===== config.mk =====
export PLATFORM = sky130hd
export DESIGN_NAME = program_counter_unit
export DESIGN_NICKNAME = d
export VERILOG_FILES = /design/src/rtl/program_counter_unit.sv
export SDC_FILE = /design/constraint.sdc
export NUM_CORES = 1
export LEC_CHECK = 0
export ABC_CLOCK_PERIOD_IN_PS = 6200
export CAP_MARGIN = 20
export CORE_ASPECT_RATIO = 0.5
export CORE_UTILIZATION = 47
export CTS_BUF_LIST = sky130_fd_sc_hd__clkbuf_4
export CTS_CLUSTER_DIAMETER = 80
export CTS_CLUSTER_SIZE = 12
export DETAILED_ROUTE_END_ITERATION = 6
export GPL_TIMING_DRIVEN = 0
export PLACE_DENSITY_LB_ADDON = 0.3
export SLEW_MARGIN = 30
export SYNTH_ARGS = -nofsm -noshare
export SYNTH_HDL_FRONTEND = slang
export SYNTH_SLANG_ARGS = --single-unit

===== constraint.sdc =====
create_clock -name Clk -period 6.2 [get_ports Clk]
set_input_delay 1.86 -clock Clk [delete_from_list [all_inputs] [get_ports Clk]]
set_output_delay 1.86 -clock Clk [all_outputs]
set_load 0.005 [all_outputs]

===== src/rtl/program_counter_unit.sv =====
// Fetch-stage program counter: sequential advance, stall hold, branch/jump
// redirect with same-cycle flush, saturating redirect counters and a sticky
// misaligned-branch flag.
module program_counter_unit #(
  parameter logic [31:0] RESET_PC  = 32'h0000_0000,
  parameter int unsigned CNT_WIDTH = 16
) (
  input  logic                 Clk,
  input  logic                 Reset,
  input  logic [1:0]           PCSrc,
  input  logic                 ResolveValid,
  input  logic [31:0]          BranchTarget,
  input  logic [25:0]          JumpIndex,
  input  logic [31:0]          ResolvePCPlus4,
  input  logic                 Stall,
  output logic [31:0]          PC,
  output logic [31:0]          PCPlus4,
  output logic                 Flush,
  output logic [CNT_WIDTH-1:0] BranchTakenCount,
  output logic [CNT_WIDTH-1:0] JumpCount,
  output logic                 AlignErr
);

  localparam logic [CNT_WIDTH-1:0] CNT_ONE = 1;

  logic        take_jump;
  logic        branch_req;
  logic        take_branch;
  logic        branch_misaligned;
  logic        redirect;
  logic [31:0] jump_target;
  logic [31:0] redirect_target;
  logic [31:0] pc_next;

  // Only the region bits of the resolving PC+4 feed the jump target.
  logic unused_pcplus4_bits;
  assign unused_pcplus4_bits = ^ResolvePCPlus4[27:0];

  assign PCPlus4 = PC + 32'd4;

  // Redirect decode: jump wins over branch; misaligned branches are rejected.
  always_comb begin
    take_jump         = ResolveValid & PCSrc[1];
    branch_req        = ResolveValid & ~PCSrc[1] & PCSrc[0];
    take_branch       = branch_req & (BranchTarget[1:0] == 2'b00);
    branch_misaligned = branch_req & (BranchTarget[1:0] != 2'b00);
    redirect          = take_jump | take_branch;
    jump_target       = {ResolvePCPlus4[31:28], JumpIndex, 2'b00};
    redirect_target   = take_jump ? jump_target : BranchTarget;
    Flush             = redirect & ~Reset;
  end

  // Next-PC selection: redirect overrides stall, otherwise stall holds.
  always_comb begin
    pc_next = PCPlus4;
    if (redirect) begin
      pc_next = redirect_target;
    end else if (Stall) begin
      pc_next = PC;
    end
  end

  // PC register.
  always_ff @(posedge Clk) begin
    if (Reset) begin
      PC <= RESET_PC;
    end else begin
      PC <= pc_next;
    end
  end

  // Saturating redirect counters and sticky misalignment flag.
  always_ff @(posedge Clk) begin
    if (Reset) begin
      BranchTakenCount <= '0;
      JumpCount        <= '0;
      AlignErr         <= 1'b0;
    end else begin
      if (take_branch && (BranchTakenCount != '1)) begin
        BranchTakenCount <= BranchTakenCount + CNT_ONE;
      end
      if (take_jump && (JumpCount != '1)) begin
        JumpCount <= JumpCount + CNT_ONE;
      end
      if (branch_misaligned) begin
        AlignErr <= 1'b1;
      end
    end
  end

endmodule


==> results_dict.tcl <==
set metrics [dict create \
    status "completed" \
    grt_usage_pct 32.2 \
    critPathMaxFanout 10 \
    grt_pass1_wl_um 25100 \
    fin_total_pwr_mw 1.03 \
    drc_errors 0 \
    cts.clk_slew.worst_paths_ps 130 \
    setup_viol 0 \
    chipHeight_um 70.9 \
    cts_buffer_depth 2 \
    core-area_um2 8950 \
    hold_violations 0 \
    grt_pass1_vias 5003 \
    layout_min_cycle_time_ps 6090 \
    synthCells 566 \
    antenna_found_initial 0 \
    slew_headroom_pct 44.5 \
    die_area_um2 9910 \
    cts_tree "done" \
    ys.warnings.count 0 \
    num_vias 5494 \
    cts_buffers 9 \
    synth_cell_types 63 \
    cts_max_level 3 \
    place_ws_ps -18.7 \
    antennaDiodeCount 0 \
    crit_chain "clkdlybuf4s50_1 > clkbuf_1 > clkbuf_1 > clkbuf_2 > nor2_1 > clkdlybuf4s50_1" \
    wirelength_um 16000 \
    dp_hpwl_um 11700 \
    ant_nets 0 \
    fin_setup_tns_ps 0 \
    r2r_cells 6 \
    r2r-start "BranchTakenCount[0]$_SDFFE_PP0P_" \
    path_class "in2out" \
    cp_data_required_time_ps 4340 \
    rsz0062_at_grt "no" \
    tightestPinTransition_ps 825 \
    dieWidth_um 140 \
    r2r_setup_slack_ps 3740 \
    hold_path_depth 2 \
    ctsHoldBuffers 0 \
    io_pins 194 \
    layout_common_cells "clkdlybuf4s50_1 (164), dfxtp_1 (65), nor2_1 (50), nand3_1 (45), clkbuf_1 (34)" \
    worst_setup_path_end_kind "primary output" \
    drive_gt1_share_pct 6.70 \
    cts.sinks 65 \
    ir_drop_mv 0.105 \
    p_leak_nw 2.16 \
    overflow 0 \
    synth-seq-cells 65 \
    firstDrtPassIters 7 \
    start_kind "primary input" \
    synthArstFlopShare_pct 0 \
    insertion_delay_ps 440 \
    yosys_most_used_dff "dfxtp_1" \
    maxCapViolCount 0 \
    clock.fmax_mhz 164 \
    fin_crit_sh_pct 98.2 \
    post-cts-setup-buffers 0 \
    min-delay-start "PC[1]$_SDFFE_PP0P_" \
    final.setup_skew_ps 19.8 \
    power_density_nw_per_um2 160 \
    arrival_ps 4230 \
    drtIter0Drc 579 \
    syn2layout_area_growth_pct 44.0 \
    cts-root-buf "clkbuf_4" \
    slowest_stage "clkdlybuf4s50_1" \
    place_area_um2 6250 \
    r2r-end "BranchTakenCount[0]$_SDFFE_PP0P_" \
    synth_nets 665 \
    cpPeakStageDelay_ps 530 \
    wl_per_cell_um 18.6 \
    grt_max_degree 13 \
    rows 24 \
    gp_congestion 0.913 \
    ys_seq_area_share_pct 29.2 \
    design_area_um2 6420 \
    final_nets 840 \
    place.port_buffers 164 \
    viasPerCell 6.37 \
    start_util_pct 49.8 \
    slew_violations 0 \
    synth_area_um2 4460 \
    final_common_cell "clkdlybuf4s50_1" \
    hold_class "reg2reg" \
    synth-edff-count 0 \
    holdPathEnd "PC[1]$_SDFFE_PP0P_" \
    synth.avg_cell_area_um2 7.88 \
    setup_slack_ps 113 \
]
-- registers in the layout (all words and copies together), names as in the netlist --
name              count
AlignErr              1
PC                   32
BranchTakenCount     16
JumpCount            16
-- worst max-delay path: cells and delay by family --
family / cells / cell delay [ps]
buffers and inverters: 5 / 2270
and+or+nand+nor: 1 / 100
-- area by class of cell --
type                            count  area [µm²]
Multi-Input combinational cell    442        2930
Fill cell                         722        2520
Clock inverter                      7        93.8
Inverter                           15        56.3
Buffer                             44         189
Clock buffer                        9        67.6
Tap cell                          117         146
Sequential cell                    65        1300
Timing Repair Buffer              164        1640
-- power breakdown --
part | switching, mW | total [mW] | internal [mW]
clock | 0.177 | 0.340 | 0.163
combinational | 0.0983 | 0.225 | 0.127
sequential | 0.0287 | 0.462 | 0.433
total | 0.304 | 1.03 | 0.723
-- cells in the mapped netlist, types with 3 or more instances --
cell type,count,share of area (%)
nand2_1,31,2.6
ha_1,3,0.84
dfxtp_1,65,29
nand4_1,24,3.4
o21bai_1,7,1.2
a32oi_1,3,0.59
nor3_1,11,1.2
a31oi_1,5,0.70
clkbuf_1,36,3.0
a211oi_1,7,1.2
o21ai_0,10,1.1
a22oi_1,3,0.50
a311oi_1,6,1.2
nand3_1,45,5.0
a311o_1,10,2.2
and3_1,16,2.2
nor2_1,50,4.2
mux2_2,13,3.3
nand2b_1,6,0.84
or4_1,17,2.9
nor2b_1,13,1.8
and2_1,3,0.42
mux2i_1,3,0.67
a21oi_1,27,3.0
buf_2,5,0.56
xnor2_1,23,4.5
xor2_1,10,2.0
nor4_1,8,1.1
inv_1,15,1.3
and4_1,8,1.6
a2111oi_0,3,0.59
o2bb2ai_1,5,0.98
o31ai_1,9,1.5
o211ai_1,16,2.7
or3_1,11,1.5
-- worst max path at each step --
stage                            start    end  depth (start not counted)
after global placement           Reset  Flush                          6
final                            Reset  Flush                          6
after floorplan                  Reset  Flush                          4
after global routing             Reset  Flush                          6
after CTS                 ResolveValid  Flush                          7
after detailed placement         Reset  Flush                          6
-- per-layer routing --
layer  wire [µm]  track usage (%)  share of wire [%]
met3        1580             7.99                9.9
met5           0                0                  0
met4         359             11.8                2.2
met2        7240             51.9                 45
met1        6870             42.0                 43
-- per-stage QoR --
step	util (%)	hold WS, ps	cells
floorplan	-	438	566
global placement	69.8	434	847
detailed placement	69.8	436	847
CTS	71.6	457	863
global route	71.8	476	863
finish	71.8	457	863
-- cells by family (layout without fill, tap and decap cells) --
group | Yosys count | in the layout | synth area share (%)
xor+xnor | 33 | 33 | 6.48
mux | 16 | 16 | 3.96
simple gates | 259 | 259 | 32.6
compound gates | 131 | 131 | 21.5
fa+ha+maj | 3 | 3 | 0.842
flops | 65 | 65 | 29.2
buf+inv | 59 | 239 | 5.44
-- timing repair --
item                       CTS  global route
resized for setup            1             2
setup endpoints to repair    1             1
hold endpoints to repair     0             0
pin swaps                    0             0
(Power assumes the default switching activity.)
